<file path="config.mk">
export PLATFORM = sky130hd
export DESIGN_NAME = imem_arbiter_flat
export DESIGN_NICKNAME = d
export VERILOG_FILES = /design/src/rtl/imem_arbiter_if.sv /design/src/rtl/imem_arbiter.sv /design/src/flat_wrapper.sv
export SDC_FILE = /design/constraint.sdc
export NUM_CORES = 1
export LEC_CHECK = 0
export ABC_AREA = 1
export BUFFER_PORTS_ARGS = -buffer_cell sky130_fd_sc_hd__buf_2
export CORE_AREA = 4 4 292 294
export CTS_BUF_LIST = sky130_fd_sc_hd__clkbuf_4
export CTS_CLUSTER_SIZE = 30
export DETAILED_ROUTE_END_ITERATION = 16
export DIE_AREA = 0 0 296 298
export HOLD_SLACK_MARGIN = 0.06
export PLACE_DENSITY_LB_ADDON = 0.25
export RECOVER_POWER = 25
export REMOVE_ABC_BUFFERS = 1
export SYNTH_ARGS = -nofsm -noshare
export SYNTH_HDL_FRONTEND = slang
export SYNTH_SLANG_ARGS = --single-unit
</file>
<file path="constraint.sdc">
create_clock -name clk_i -period 1.5 [get_ports clk_i]
set_clock_uncertainty 0.05 [all_clocks]
set_input_delay 0.15 -clock clk_i [delete_from_list [all_inputs] [get_ports clk_i]]
set_output_delay 0.15 -clock clk_i [all_outputs]
set_load 0.05 [all_outputs]
</file>
<file path="src/rtl/imem_arbiter_if.sv">
// Bundle of the icache, dcache and memory-port handshakes around the refill arbiter.
// slave is the arbiter's view; master is the environment (caches plus memory adapter).
interface imem_arbiter_if #(
  parameter int ADDR_W = 32,
  parameter int DATA_W = 128
);
  logic [ADDR_W-1:0] ic_addr_i;
  logic              ic_addr_valid_i;
  logic              ic_addr_ready_o;
  logic [DATA_W-1:0] ic_data_o;
  logic              ic_data_valid_o;
  logic              ic_data_ready_i;

  logic [ADDR_W-1:0] dc_addr_i;
  logic              dc_we_i;
  logic [DATA_W-1:0] dc_wdata_i;
  logic              dc_addr_valid_i;
  logic              dc_addr_ready_o;
  logic [DATA_W-1:0] dc_data_o;
  logic              dc_data_valid_o;
  logic              dc_data_ready_i;

  logic [ADDR_W-1:0] mem_addr_o;
  logic              mem_we_o;
  logic [DATA_W-1:0] mem_wdata_o;
  logic              mem_addr_valid_o;
  logic              mem_addr_ready_i;
  logic [DATA_W-1:0] mem_data_i;
  logic              mem_data_valid_i;
  logic              mem_data_ready_o;

  modport slave (
    input  ic_addr_i, ic_addr_valid_i, ic_data_ready_i,
    output ic_addr_ready_o, ic_data_o, ic_data_valid_o,
    input  dc_addr_i, dc_we_i, dc_wdata_i, dc_addr_valid_i, dc_data_ready_i,
    output dc_addr_ready_o, dc_data_o, dc_data_valid_o,
    output mem_addr_o, mem_we_o, mem_wdata_o, mem_addr_valid_o, mem_data_ready_o,
    input  mem_addr_ready_i, mem_data_i, mem_data_valid_i
  );

  modport master (
    output ic_addr_i, ic_addr_valid_i, ic_data_ready_i,
    input  ic_addr_ready_o, ic_data_o, ic_data_valid_o,
    output dc_addr_i, dc_we_i, dc_wdata_i, dc_addr_valid_i, dc_data_ready_i,
    input  dc_addr_ready_o, dc_data_o, dc_data_valid_o,
    input  mem_addr_o, mem_we_o, mem_wdata_o, mem_addr_valid_o, mem_data_ready_o,
    output mem_addr_ready_i, mem_data_i, mem_data_valid_i
  );
endinterface

</file>
<file path="src/rtl/imem_arbiter.sv">
// Round-robin arbiter sharing one memory refill port between icache (read) and dcache (read/write).
// One transaction in flight; icache responses can be discarded on flush while memory still completes.
module imem_arbiter #(
  parameter int ADDR_W = 32,  // XLEN
  parameter int DATA_W = 128
) (
  input  logic           clk_i,
  input  logic           rst_n_i,
  input  logic           flush_i,
  imem_arbiter_if.slave  bus
);

  typedef enum logic [1:0] {S_IDLE, S_ADDR, S_DATA} state_t;
  typedef enum logic {OWN_IC, OWN_DC} owner_t;

  state_t            r_state;
  state_t            w_nextState;
  owner_t            r_prio;
  owner_t            r_owner;
  logic              r_drop;
  logic [ADDR_W-1:0] r_addr;
  logic              r_we;
  logic [DATA_W-1:0] r_wdata;

  logic w_grantIc;
  logic w_grantDc;
  logic w_ownerReady;
  logic w_memDataReady;
  logic w_respDone;

  // Grants are gated by reset so no requester sees a ready while the block is held in reset.
  always_comb begin
    w_grantIc = 1'b0;
    w_grantDc = 1'b0;
    if (r_state == S_IDLE && rst_n_i) begin
      if (bus.ic_addr_valid_i && (!bus.dc_addr_valid_i || r_prio == OWN_IC)) begin
        w_grantIc = 1'b1;
      end else if (bus.dc_addr_valid_i) begin
        w_grantDc = 1'b1;
      end
    end
  end

  always_comb begin
    w_nextState    = r_state;
    w_ownerReady   = (r_owner == OWN_IC) ? bus.ic_data_ready_i : bus.dc_data_ready_i;
    w_memDataReady = 1'b0;
    w_respDone     = 1'b0;
    case (r_state)
      S_IDLE: begin
        if (w_grantIc || w_grantDc) begin
          w_nextState = S_ADDR;
        end
      end
      S_ADDR: begin
        if (bus.mem_addr_ready_i) begin
          w_nextState = S_DATA;
        end
      end
      S_DATA: begin
        w_memDataReady = r_drop | w_ownerReady;
        w_respDone     = bus.mem_data_valid_i & w_memDataReady;
        if (w_respDone) begin
          w_nextState = S_IDLE;
        end
      end
      default: w_nextState = S_IDLE;
    endcase
  end

  always_ff @(posedge clk_i or negedge rst_n_i) begin
    if (!rst_n_i) begin
      r_state <= S_IDLE;
      r_prio  <= OWN_IC;
      r_owner <= OWN_IC;
      r_drop  <= 1'b0;
      r_addr  <= '0;
      r_we    <= 1'b0;
      r_wdata <= '0;
    end else begin
      r_state <= w_nextState;
      if (w_grantIc) begin
        r_addr  <= bus.ic_addr_i;
        r_we    <= 1'b0;
        r_wdata <= '0;
        r_owner <= OWN_IC;
        r_prio  <= OWN_DC;
        r_drop  <= flush_i;
      end else if (w_grantDc) begin
        r_addr  <= bus.dc_addr_i;
        r_we    <= bus.dc_we_i;
        r_wdata <= bus.dc_wdata_i;
        r_owner <= OWN_DC;
        r_prio  <= OWN_IC;
        r_drop  <= 1'b0;
      end else if (w_respDone) begin
        r_drop <= 1'b0;
      end else if (flush_i && r_owner == OWN_IC && r_state != S_IDLE) begin
        r_drop <= 1'b1;
      end
    end
  end

  assign bus.ic_addr_ready_o  = w_grantIc;
  assign bus.dc_addr_ready_o  = w_grantDc;

  assign bus.mem_addr_valid_o = (r_state == S_ADDR);
  assign bus.mem_addr_o       = r_addr;
  assign bus.mem_we_o         = r_we;
  assign bus.mem_wdata_o      = r_wdata;
  assign bus.mem_data_ready_o = w_memDataReady;

  // Response data passes straight through; only the valids are steered and masked.
  assign bus.ic_data_o        = bus.mem_data_i;
  assign bus.dc_data_o        = bus.mem_data_i;
  assign bus.ic_data_valid_o  = (r_state == S_DATA) && (r_owner == OWN_IC) && bus.mem_data_valid_i && !r_drop;
  assign bus.dc_data_valid_o  = (r_state == S_DATA) && (r_owner == OWN_DC) && bus.mem_data_valid_i;

endmodule

</file>
<file path="src/flat_wrapper.sv">
// flat-port wrapper written by rule: the top's interface ports become plain ports
module imem_arbiter_flat 
#(
  parameter int ADDR_W = 32,         
  parameter int DATA_W = 128
)
  (clk_i, rst_n_i, flush_i, bus_ic_addr_i, bus_ic_addr_valid_i, bus_ic_data_ready_i, bus_ic_addr_ready_o, bus_ic_data_o, bus_ic_data_valid_o, bus_dc_addr_i, bus_dc_we_i, bus_dc_wdata_i, bus_dc_addr_valid_i, bus_dc_data_ready_i, bus_dc_addr_ready_o, bus_dc_data_o, bus_dc_data_valid_o, bus_mem_addr_o, bus_mem_we_o, bus_mem_wdata_o, bus_mem_addr_valid_o, bus_mem_data_ready_o, bus_mem_addr_ready_i, bus_mem_data_i, bus_mem_data_valid_i);
  imem_arbiter_if #(.ADDR_W(ADDR_W), .DATA_W(DATA_W)) bus_i ();
  input  logic clk_i;
  input  logic rst_n_i;
  input  logic flush_i;
  input wire logic [$bits(bus_i.ic_addr_i)-1:0] bus_ic_addr_i;
  input wire logic [$bits(bus_i.ic_addr_valid_i)-1:0] bus_ic_addr_valid_i;
  input wire logic [$bits(bus_i.ic_data_ready_i)-1:0] bus_ic_data_ready_i;
  output wire logic [$bits(bus_i.ic_addr_ready_o)-1:0] bus_ic_addr_ready_o;
  output wire logic [$bits(bus_i.ic_data_o)-1:0] bus_ic_data_o;
  output wire logic [$bits(bus_i.ic_data_valid_o)-1:0] bus_ic_data_valid_o;
  input wire logic [$bits(bus_i.dc_addr_i)-1:0] bus_dc_addr_i;
  input wire logic [$bits(bus_i.dc_we_i)-1:0] bus_dc_we_i;
  input wire logic [$bits(bus_i.dc_wdata_i)-1:0] bus_dc_wdata_i;
  input wire logic [$bits(bus_i.dc_addr_valid_i)-1:0] bus_dc_addr_valid_i;
  input wire logic [$bits(bus_i.dc_data_ready_i)-1:0] bus_dc_data_ready_i;
  output wire logic [$bits(bus_i.dc_addr_ready_o)-1:0] bus_dc_addr_ready_o;
  output wire logic [$bits(bus_i.dc_data_o)-1:0] bus_dc_data_o;
  output wire logic [$bits(bus_i.dc_data_valid_o)-1:0] bus_dc_data_valid_o;
  output wire logic [$bits(bus_i.mem_addr_o)-1:0] bus_mem_addr_o;
  output wire logic [$bits(bus_i.mem_we_o)-1:0] bus_mem_we_o;
  output wire logic [$bits(bus_i.mem_wdata_o)-1:0] bus_mem_wdata_o;
  output wire logic [$bits(bus_i.mem_addr_valid_o)-1:0] bus_mem_addr_valid_o;
  output wire logic [$bits(bus_i.mem_data_ready_o)-1:0] bus_mem_data_ready_o;
  input wire logic [$bits(bus_i.mem_addr_ready_i)-1:0] bus_mem_addr_ready_i;
  input wire logic [$bits(bus_i.mem_data_i)-1:0] bus_mem_data_i;
  input wire logic [$bits(bus_i.mem_data_valid_i)-1:0] bus_mem_data_valid_i;
  assign bus_i.ic_addr_i = bus_ic_addr_i;
  assign bus_i.ic_addr_valid_i = bus_ic_addr_valid_i;
  assign bus_i.ic_data_ready_i = bus_ic_data_ready_i;
  assign bus_ic_addr_ready_o = bus_i.ic_addr_ready_o;
  assign bus_ic_data_o = bus_i.ic_data_o;
  assign bus_ic_data_valid_o = bus_i.ic_data_valid_o;
  assign bus_i.dc_addr_i = bus_dc_addr_i;
  assign bus_i.dc_we_i = bus_dc_we_i;
  assign bus_i.dc_wdata_i = bus_dc_wdata_i;
  assign bus_i.dc_addr_valid_i = bus_dc_addr_valid_i;
  assign bus_i.dc_data_ready_i = bus_dc_data_ready_i;
  assign bus_dc_addr_ready_o = bus_i.dc_addr_ready_o;
  assign bus_dc_data_o = bus_i.dc_data_o;
  assign bus_dc_data_valid_o = bus_i.dc_data_valid_o;
  assign bus_mem_addr_o = bus_i.mem_addr_o;
  assign bus_mem_we_o = bus_i.mem_we_o;
  assign bus_mem_wdata_o = bus_i.mem_wdata_o;
  assign bus_mem_addr_valid_o = bus_i.mem_addr_valid_o;
  assign bus_mem_data_ready_o = bus_i.mem_data_ready_o;
  assign bus_i.mem_addr_ready_i = bus_mem_addr_ready_i;
  assign bus_i.mem_data_i = bus_mem_data_i;
  assign bus_i.mem_data_valid_i = bus_mem_data_valid_i;
  imem_arbiter #(.ADDR_W(ADDR_W), .DATA_W(DATA_W)) u_core (.clk_i(clk_i), .rst_n_i(rst_n_i), .flush_i(flush_i), .bus(bus_i));
endmodule
</file>
==> qor.csv <==
stage,metric,value,unit
run_status,outcome,finished with violations,
run_status,violations,"negative hold slack, negative setup slack",
place,port-buffer-count,368,
synth,syn_inst,1024,
place,dp_hpwl,67100,µm
power,power_density,1920,mW/mm²
clocking,numCtsBuffers,17,
routing,drt-pass1-iter-count,5,
critical_path,crit_arrival,1.95,ns
routing,drtIter0Drc,512,
clocking,cts.sinks,166,
critical_path,crit_path_max_incr_delay,0.42,ns
power,switching_share,0.513,
clocking,cts.clk_slew.worst_paths,0.17,ns
critical_path,cpMaxStageDelayCell,dfrtp_1,
synth,syn_area_per_cell,8.36,µm²
power,clkPwrFrac,0.105,
floorplanning,fp.coreArea,0.0829,mm²
finish,area_growth,91.8,%
global_routing,grt_overflow,0,
floorplanning,start_util,0.103,
job,maxCapViolations,0,
critical_path,critical_path_buf_inv_count,3,
critical_path,critPathTopFamily,flip-flops,
synth,postSynthRegisterBits,166,
synth,ys_top_cells_by_area,"dfrtp_1, buf_4, nand2_1",
global_routing,track_usage,0.184,
sta,final_hold_viol_count,8,
power,p_comb_frac,0.634,
finish,fin_util,0.198,
clocking,cts_tree,built,
routing,ant_nets,0,
synth,synth.top_cell.area_share,0.485,
global_routing,grt_max_degree,89,
power,p_switching,0.0162,W
synth,netlist_area,0.00856,mm²
synth,ys_seq_area_frac,0.485,
floorplanning,dieArea,0.0882,mm²
critical_path,cp_max_fo,3,
routing,num_vias,9521,
sta,fmax,466,MHz
sta,fin_crit,2.15,ns
routing,via_per_inst,3.54,
finish,drive_gt1_frac,0.344,
synth,yosys_warnings,0,
floorplanning,io_pins,753,
clocking,worstSkewPairLatency,0.76,ns
finish,nFillCells,9061,
routing,drc,0,
sta,rsz0062_at_grt,true,
sta,slew_headroom,0.580,
global_routing,antenna_found_initial,7,
clocking,clockBufferDepth,2,
worst_hold_path,min-delay-path-class,input port to flop,
place,place.gp.congestion,0.812,
sta,finalSetupViolations,331,
critical_path,crit_required,1.30,ns
floorplanning,num_rows,106,
critical_path,endpoint_kind,primary output,
sta,fin_crit_sh,1.43,
power,total_power,0.0316,W
floorplanning,die_x,296,µm
sta,drv_slew,0,
finish,final_nets,1922,
clocking,h-tree-depth,4,
sta,whs,-0.135,ns
critical_path,r2r_setup_slack,-0.47,ns
global_routing,grt_pass1_wl,104000,µm
routing,routed_wl,87800,µm
critical_path,crit_chain,nor2_2 > nand2_2 > nor2_4 > nand2_2 > inv_4 > buf_12 > buf_12,
sta,worstMarginPinSlew,0.630,ns
global_routing,grt_pass1_vias,9543,
sta,finalWorstSetupSlack,-0.648,ns
critical_path,startpoint_type,flop,
critical_path,critical_path_class,flop to primary output,
routing,routedWlPerCell,32.7,µm
floorplanning,die_height,298,µm
synth,yosysTopAreaCell,dfrtp_1,
finish,regArea,0.00416,mm²
place,place_ws,-0.126,ns
clocking,cts-root-buf,clkbuf_4,
power,p_int,0.0154,W
power,leakagePower,8.01,nW
power,power_frac_seq,0.261,
finish,multiInputGateArea,0.00235,mm²
power,ir_drop,1.11,mV
sta,tns,-63.68,ns
synth,yosysUniqueCellTypes,21,
registers in the layout, summed over array words and instances (netlist names):
signal / flops
u_core.bus.mem_addr_o: 32
u_core.bus.mem_wdata_o: 128
u_core.bus.mem_we_o: 1
u_core.r_drop: 1
u_core.r_owner: 1
u_core.r_prio: 1
u_core.r_state: 2
logic make-up after synthesis:
logic type / synth area share
AO/OA/AOI/OAI: 0.00614
flip-flops: 0.485
buffers and inverters: 0.260
AND/OR/NAND/NOR: 0.249
layout by cell type (no fill, tap or decap), types with 5 or more instances in the layout:
cell           synthesis  final
buf_2                 19    200
buf_6                 10    167
diode_2                0      6
clkbuf_4               0     17
nand2_1              464    429
nor2_4                 1      5
buf_12                 0     17
nand3_1               65     65
buf_4                257     49
clkbuf_16              0     19
inv_1                 11      9
buf_16                 0      6
dfrtp_1              166    165
buf_8                  0     13
dlygate4sd3_1          0    372
nand2_2                2     33
synthesized netlist by cell type:
| cell | number |
|---|---|
| o21bai_1 | 1 |
| buf_6 | 10 |
| o22ai_1 | 1 |
| inv_2 | 2 |
| nor2_1 | 6 |
| nand2_2 | 2 |
| nor2_2 | 2 |
| nor3_1 | 1 |
| a31oi_1 | 2 |
| nand2_1 | 464 |
| nor2_4 | 1 |
| o31ai_1 | 1 |
| buf_1 | 1 |
| dfrtp_1 | 166 |
| clkbuf_1 | 9 |
| a21oi_2 | 1 |
| buf_2 | 19 |
| o21ai_0 | 2 |
| buf_4 | 257 |
| nand3_1 | 65 |
| inv_1 | 11 |
per-stage QoR:
step / instance area [µm²] / instances
after detailed placement: 9940 / 2204
after global placement: 9940 / 2204
after global routing: 16400 / 2688
after CTS: 15300 / 2637
final: 16400 / 2690
after floorplan: 6390 / 728
worst min-delay path, cell delays in order:
cell and delay [ns]:
clkbuf_8 0.12, nand2_2 0.11, buf_4 0.15, o22ai_1 0.08
inv_1 0.05
cell type report:
type	count	area share
Clock inverter	14	0.0107
Clock buffer	17	0.00777
Multi-Input combinational cell	549	0.143
Sequential cell	166	0.253
Timing Repair Buffer	845	0.498
Inverter	13	0.00389
Tap cell	1080	0.0823
Antenna cell	6	0.000915
layer usage:
layer / up-vias / part of all wire / track usage
li1: 4015 / - / -
met1: 4396 / 0.31 / 0.156
met2: 1009 / 0.42 / 0.269
met3: 75 / 0.23 / 0.215
met4: 26 / 0.015 / 0.0398
met5: - / 0.018 / 0.132
power groups by stage:
stage	Clock (W)	Combinational, W	Sequential [W]
3_3_place_gp	0	0.0145	0.00777
3_5_place_dp	0	0.0146	0.00775
2_1_floorplan	0	0.00255	0.0149
6_report	0.00331	0.0200	0.00824
4_1_cts	0.00351	0.0185	0.00818
5_1_grt	0.00360	0.0211	0.00849
final timing paths:
check                                            from  cells past startpoint                          to
max in group asynchronous                     rst_n_i                      5  u_core.bus.mem_wdata_o[93]
hold reg to reg            u_core.bus.mem_wdata_o[87]                      2  u_core.bus.mem_wdata_o[87]
setup / recovery                    u_core.r_state[0]                      7         bus_dc_addr_ready_o
setup reg to reg                    u_core.r_state[0]                     14  u_core.bus.mem_wdata_o[56]
hold / removal                                rst_n_i                      5              u_core.r_owner
min in group asynchronous                     rst_n_i                      5           u_core.r_state[1]
repair_timing:
action                                  CTS  global route
pin swaps                                 3            18
hold endpoints to repair                332            40
buffers inserted                         32            19
gates resized for setup                 344            90
cloned                                    1            26
endpoints found under the setup margin  318           417
hold buffers                            369             4
No activity file was read; power rests on OpenSTA's default activity.
